[src/rtl/fetch_stage.sv]
// rtl/fetch_stage.sv - Fetch stage: PC register, next-PC select, IF/ID register, stall/flush counters
module fetch_stage #(
  parameter logic [31:0] RESET_PC  = 32'h0000_0000,
  parameter logic [31:0] NOP_INSTR = 32'h0000_0000,
  parameter int          CNT_W     = 16
) (
  input  logic             clk,
  input  logic             reset,
  input  logic             StallF,
  input  logic             StallD,
  input  logic             FlushD,
  input  logic             BranchTakenE,
  input  logic [31:0]      ALUResultE,
  input  logic             PCSrcW,
  input  logic [31:0]      ResultW,
  input  logic [31:0]      InstrF,
  output logic [31:0]      PCF,
  output logic [31:0]      InstrD,
  output logic [31:0]      PCPlus8D,
  output logic             ValidD,
  output logic [CNT_W-1:0] StallCnt,
  output logic [CNT_W-1:0] FlushCnt
);

  logic [31:0] pcplus4f;
  logic [31:0] pcnext;
  logic        redirect;

  assign pcplus4f = PCF + 32'd4;
  assign redirect = BranchTakenE | PCSrcW;

  always_comb begin
    pcnext = pcplus4f;
    if (BranchTakenE)
      pcnext = ALUResultE;
    else if (PCSrcW)
      pcnext = ResultW;
  end

  // A redirect must land even while fetch is stalled, otherwise the target would be lost.
  always_ff @(posedge clk or posedge reset) begin
    if (reset)
      PCF <= RESET_PC;
    else if (redirect || !StallF)
      PCF <= pcnext;
  end

  always_ff @(posedge clk or posedge reset) begin
    if (reset) begin
      InstrD   <= NOP_INSTR;
      PCPlus8D <= '0;
      ValidD   <= 1'b0;
    end else if (FlushD) begin
      InstrD   <= NOP_INSTR;
      PCPlus8D <= '0;
      ValidD   <= 1'b0;
    end else if (!StallD) begin
      InstrD   <= InstrF;
      PCPlus8D <= pcplus4f + 32'd4;
      ValidD   <= 1'b1;
    end
  end

  // Saturating event counters; a flushed cycle never counts as a stall.
  always_ff @(posedge clk or posedge reset) begin
    if (reset) begin
      StallCnt <= '0;
      FlushCnt <= '0;
    end else begin
      if (StallD && !FlushD && (StallCnt != {CNT_W{1'b1}}))
        StallCnt <= StallCnt + CNT_W'(1);
      if (FlushD && (FlushCnt != {CNT_W{1'b1}}))
        FlushCnt <= FlushCnt + CNT_W'(1);
    end
  end

endmodule

[config.mk]
export PLATFORM = sky130hd
export DESIGN_NAME = fetch_stage
export DESIGN_NICKNAME = d
export VERILOG_FILES = /design/src/rtl/fetch_stage.sv
export SDC_FILE = /design/constraint.sdc
export NUM_CORES = 1
export LEC_CHECK = 0
export ABC_AREA = 1
export CAP_MARGIN = 20
export CORE_UTILIZATION = 43
export CTS_BUF_LIST = sky130_fd_sc_hd__clkbuf_4 sky130_fd_sc_hd__clkbuf_8 sky130_fd_sc_hd__clkbuf_16
export DETAILED_ROUTE_END_ITERATION = 8
export GPL_ROUTABILITY_DRIVEN = 0
export MAX_ROUTING_LAYER = met4
export PLACE_DENSITY = 0.82
export SYNTH_ARGS = -nofsm -noshare
export SYNTH_HDL_FRONTEND = slang
export SYNTH_SLANG_ARGS = --single-unit
[constraint.sdc]
create_clock -name clk -period 4.1 [get_ports clk]
set_input_delay 0.41 -clock clk [delete_from_list [all_inputs] [get_ports clk]]
set_output_delay 0.41 -clock clk [all_outputs]
set_load 0.05 [all_outputs]
==> results of run 1 <==
## worst reg2reg max path, delay by kind of cell (launching register included)
family / cells / cell delay, ns
AND/OR/NAND/NOR: 13 / 1.82
buffers and inverters: 1 / 0.13
adder cells (fa/ha/maj): 1 / 0.24
flip-flops: 1 / 0.51
## registers in the layout, indices dropped and copies added, names as in the netlist
register  count
FlushCnt     16
PCPlus8D     32
StallCnt     16
PCF          32
ValidD        1
InstrD       32
## Yosys cell counts (13+ instances only)
master,number
a22o_1,33
xnor2_1,15
xor2_1,19
nand2_1,278
dfrtp_1,129
o211ai_1,13
clkbuf_1,30
nand3_1,55
o21ai_0,44
nand4_1,17
a21oi_1,14
nor2_1,108
inv_1,89
## routing by layer
layer,track usage [%],up-vias,share of wire [%]
met4,8.59,0,2.1
met1,34.8,3511,43
met3,5.67,54,8.9
met2,41.8,437,46
met5,-,-,0
li1,-,3625,-
## power breakdown
part           switching, uW  total [uW]  internal (uW)
clock network            613        1510            902
logic                    980        1480            502
registers                160        1570           1410
total                   1750        4570           2820
## metrics by stage
step / util (%) / cell area [um2] / power [uW] / setup WS, ns / hold slack, ns
finish: 63.3 / 10600 / 4570 / 1.32 / 0.478
global placement: 59.6 / 9950 / 3030 / 1.47 / 0.457
CTS: 63.1 / 10500 / 4580 / 1.40 / 0.486
floorplan: - / 7420 / 2510 / 0.249 / 0.476
global route: 63.3 / 10600 / 4770 / 1.11 / 0.497
detailed placement: 59.6 / 9950 / 3060 / 1.39 / 0.466
## layout make-up
type                    instances  share of cell area [%]
repair buffers                239                    22.8
flip-flops and latches        129                    30.6
multi-input cells             702                    35.2
inverters                      93                    3.33
well taps                     220                    2.61
clock inverters                15                    1.50
clock buffers                  17                    4.03
## cells by family (layout without fill, tap and decap cells)
| kind of cell | after synthesis | count (layout) | synth area share [%] |
|---|---|---|---|
| xor gates and xnor gates | 34 | 34 | 4.01 |
| adders and majority gates | 5 | 5 | 0.843 |
| AOI/OAI and AO/OA | 151 | 151 | 13.7 |
| DFF | 129 | 129 | 43.5 |
| buffers and inverters | 126 | 364 | 6.51 |
| and+or+nand+nor | 512 | 512 | 31.4 |
## worst paths after layout
kind	start	to	slack [ns]	cells after the start
setup / recovery	PCF[2]	PCPlus8D[30]	1.32	15
hold / removal	reset	InstrD[11]	0.48	2
setup reg to reg	PCF[2]	PCPlus8D[30]	1.32	15
hold reg to reg	PCPlus8D[25]	PCPlus8D[25]	0.48	2
max in group asynchronous	reset	PCF[10]	2.75	3
min in group clk	PCPlus8D[25]	PCPlus8D[25]	0.48	2
==> results.cfg, run 1 <==
[status]
status = finished, final reports clean

[yosys]
synth_nets = 1065
netlist.area_leader.share_pct = 43.5
yosysUniqueCellTypes = 37
ys.flop_type = dfrtp_1
synth_area_mm2 = 0.00742
synth_top_cell_by_area = dfrtp_1
ys_warn_count = 0
ys_seq_area_share_pct = 43.5
syn_inst = 957
async_flop_share_pct = 100
synth_seq_cells = 129
syn_avg_cell_area_um2 = 7.75
ys_top_cells_by_area = dfrtp_1 44%, nand2_1 14%, nor2_1 5.5%
synth-edff-count = 0

[worst_setup_path]
crit_chain = ha_1 -> nand2_1 -> nor2_4 -> nand3_1 -> nand2_1 -> nand2_1 -> nor2_1 -> inv_1 -> nor2_4 -> nand2_4 -> nor2_8 -> nand2_1 -> nand2_1 -> nand3_1 -> nand2_1
path_common_cell = nand2_1
worstPathRequired_ns = 4.45
cp_slowest_stage_delay_ns = 0.51
slowest_stage = dfrtp_1
crit_type = register to register
end_kind = register
cp_max_fo = 9
cp.arrival_ns = 3.14
startpoint_type = register
path_delay_family = simple AND/OR/NAND/NOR gates
cp_num_buf_inv = 1

[die]
top_level_ports = 232
core_mm2 = 0.0167
die_height_um = 133
row_count = 47
start_util_pct = 44.4
die_w_um = 133
die_area_mm2 = 0.0178

[sta]
finalCritPeriodShare_pct = 67.8
rsz0062_at_grt = false
final_hold_viol_count = 0
fmax_mhz = 360
finalClockSkew_ns = 0.0139
setup_viol = 0
slew_violations = 0
period_needed_ns = 2.78
tightest_slew_ns = 0.808
maxSlewHeadroom_pct = 46.0
setup-tns-final_ns = 0

[placement]
placed_cells = 1382
place_hpwl_um = 17100
portBuffers = 231

[power]
vdd_drop_max_mv = 0.328
power_leakage_uw = 0.00491
p_per_area_mw_per_mm2 = 432

[global_routing]
antenna_found_initial = 0
grt_pass1_vias = 7330
grt_max_degree = 70
grt_pass1_wl_um = 36600
gr-usage-all-layers_pct = 26.8
grt_remaining_overflow = 0

[clock_tree]
hold_buffers = 0
htree_num_levels = 4
path_clk_slew_ns = 0.06
ctsResizeCount = 0
cts-root-buf = clkbuf_16
cts_buffers = 17
cts_setup_buffers = 0
clock-sinks = 129
clock_latency_ns = 0.43
cts_tree = built
max-clock-path-buffers = 2

[route]
drt_wl_total_um = 22900
drc_errors = 0
viasPerCell = 5.39
vias = 7627
wl_per_cell_um = 16.2
drtIter0Drc = 628
ant_nets = 0
dr.pass1.iters = 6

[cells_and_area]
final_cells = 1415
fillCellCount = 1463
multi_input_area_mm2 = 0.00372
area_growth_pct = 42.4
layout-drive-gt1-share_pct = 7.28
layout_commonest_cell = nand2_1
seq_area_mm2 = 0.00323
final_cell_mix = 278 x nand2_1, 231 x clkdlybuf4s50_1, 129 x dfrtp_1
antenna_cells = 0
num-nets-final = 1290

[min_path]
worstHoldPathType = primary input to asynchronous set/reset pin

[job]
cap_viol_max_count = 0
(Power assumes the default switching activity.)
==> run 2: changes to the inputs <==
--- a/config.mk
+++ b/config.mk
@@ -7,12 +7,12 @@
 export LEC_CHECK = 0
 export ABC_AREA = 1
 export CAP_MARGIN = 20
-export CORE_UTILIZATION = 43
+export CORE_UTILIZATION = 47
 export CTS_BUF_LIST = sky130_fd_sc_hd__clkbuf_4 sky130_fd_sc_hd__clkbuf_8 sky130_fd_sc_hd__clkbuf_16
 export DETAILED_ROUTE_END_ITERATION = 8
 export GPL_ROUTABILITY_DRIVEN = 0
 export MAX_ROUTING_LAYER = met4
-export PLACE_DENSITY = 0.82
+export PLACE_DENSITY = 0.85
 export SYNTH_ARGS = -nofsm -noshare
 export SYNTH_HDL_FRONTEND = slang
 export SYNTH_SLANG_ARGS = --single-unit
==> constraint.sdc (replaced) <==
create_clock -name clk -period 2.73 [get_ports clk]
set_input_delay 0.273 -clock clk [delete_from_list [all_inputs] [get_ports clk]]
set_output_delay 0.273 -clock clk [all_outputs]
set_load 0.05 [all_outputs]
==> results.cfg, run 2 (same netlist as run 1, synthesis figures left out) <==
[cells_and_area]
layout-drive-gt1-share_pct = 7.91
antenna_cells = 0
stdcell_area_mm2 = 0.0106
num-nets-final = 1296
final_cell_mix = 278 x nand2_1, 231 x clkdlybuf4s50_1, 128 x dfrtp_1
fillCellCount = 1243
top_regs = InstrD (32), PCF (32), PCPlus8D (32)
final_cells = 1412
layout_commonest_cell = nand2_1
area_growth_pct = 42.9

[route]
viasPerCell = 5.40
drc_errors = 0
ant_nets = 0
dr.pass1.iters = 7
drtIter0Drc = 519
wl_per_cell_um = 16.3
vias = 7626
drt_wl_total_um = 23000

[worst_setup_path]
crit_chain = ha_1 -> nand2_2 -> nor2_2 -> nand2_1 -> nand2_1 -> nand2_1 -> nor2_4 -> nand3_4 -> nor2_8 -> nand2_4 -> nor2_4 -> nand3_1 -> nand3_1 -> nand2_1
worstPathRequired_ns = 3.04
cp.arrival_ns = 2.83
cp_slowest_stage_delay_ns = 0.41
startpoint_type = register
path_common_cell = nand2_1
crit_type = register to register
cp_max_fo = 9
slowest_stage = dfrtp_1
end_kind = register
worstRegToRegCells = 14
cp-startpoint = PCF[3]
r2r_start = PCF[3]

[clock_tree]
cts-root-buf = clkbuf_16
cts_buffers = 17
hold_buffers = 0
path_clk_slew_ns = 0.06
clock-sinks = 129
clock_latency_ns = 0.43
cts_tree = built
htree_num_levels = 4
max-clock-path-buffers = 2

[die]
core_mm2 = 0.0153
die_area_mm2 = 0.0163
row_count = 45
start_util_pct = 48.4
top_level_ports = 232
die_height_um = 128
die_w_um = 128

[power]
power_uw = 6830
p_per_area_mw_per_mm2 = 644
p_sw_share_pct = 37.5
p_comb_share_pct = 32.7
clkPwrFrac_pct = 32.6
power_leakage_uw = 0.00493
p_seq_share_pct = 34.7
vdd_drop_max_mv = 0.415
p_sw_uw = 2560
internal-power_uw = 4270

[placement]
placed_cells = 1379
place_hpwl_um = 17100
preCtsSetupSlack_ns = 0.207
portBuffers = 231
postPlaceCellArea_mm2 = 0.0100

[status]
status = finished, final reports clean

[global_routing]
grt_pass1_vias = 7252
gr-usage-all-layers_pct = 29.7
antenna_found_initial = 0
grt_max_degree = 65
grt_remaining_overflow = 0
grt_pass1_wl_um = 36600

[sta]
final_hold_viol_count = 0
fmax_mhz = 398
setup-tns-final_ns = 0
finalClockSkew_ns = 0.0116
maxSlewHeadroom_pct = 48.6
setup_viol = 0
period_needed_ns = 2.51
slew_violations = 0
finalCritPeriodShare_pct = 92.0
setup_slack_ns = 0.220
tightest_slew_ns = 0.769
rsz0062_at_grt = false

[job]
cap_viol_max_count = 0

[min_path]
worstHoldPathType = primary input to asynchronous set/reset pin
## run 2: cell count changes in the layout (fill, tap and decap cells not counted), moves of 2 or more
cell / delta
buf_4: +6
clkbuf_8: +6
clkinv_4: -2
inv_6: -3
## run 2: area by class of cell
type | instances | area [um2] | share of cell area [%]
clock buffers | 23 | 508 | 4.79
clock inverters | 9 | 78.8 | 0.744
inverters | 93 | 353 | 3.33
multi-input cells | 702 | 3720 | 35.1
flip-flops and latches | 129 | 3230 | 30.5
well taps | 211 | 264 | 2.49
repair buffers | 245 | 2440 | 23.0
## run 2: final timing paths
check / to / slack [ns]
worst min register to register: PCPlus8D[1] / 0.47
min in group clk: InstrD[13] / 0.47
worst max register to register: PCPlus8D[31] / 0.22
worst min-delay path: FlushCnt[10] / 0.34
worst max-delay path: PCPlus8D[31] / 0.22
max in group asynchronous: FlushCnt[9] / 1.67
## run 2: stage by stage
step                      hold WS (ns)  utilization, %
after floorplan                  0.339               -
after global placement           0.460            65.3
after detailed placement         0.467            65.3
after CTS                        0.347            69.1
after global routing             0.408            69.2
final                            0.341            69.2
## run 2: power groups by stage
stage               registers [uW]  logic [uW]  clock network (uW)
global placement              2380        2180                   0
global route                  2400        2370                2330
finish                        2370        2230                2230
floorplan                     3070         689                   0
CTS                           2360        2230                2250
detailed placement            2390        2210                   0
## run 2: per-layer routing
layer | global-route usage (%) | share of wire [%] | vias up
li1 | - | - | 3628
met4 | 9.27 | 1.6 | 0
met2 | 46.6 | 48 | 416
met3 | 6.99 | 8.3 | 43
met5 | - | 0 | -
met1 | 38.1 | 42 | 3539
## run 2: worst max-delay path, delay by kind of cell, from the launching register on
| family | cells | cell delay (ns) |
|---|---|---|
| simple gates | 13 | 1.77 |
| flops | 1 | 0.41 |
| fa+ha+maj | 1 | 0.22 |
## run 2: timing repair
action,CTS,global route
setup endpoints to repair,0,11
hold endpoints to repair,0,0
setup buffers,0,1
gates resized for setup,0,2
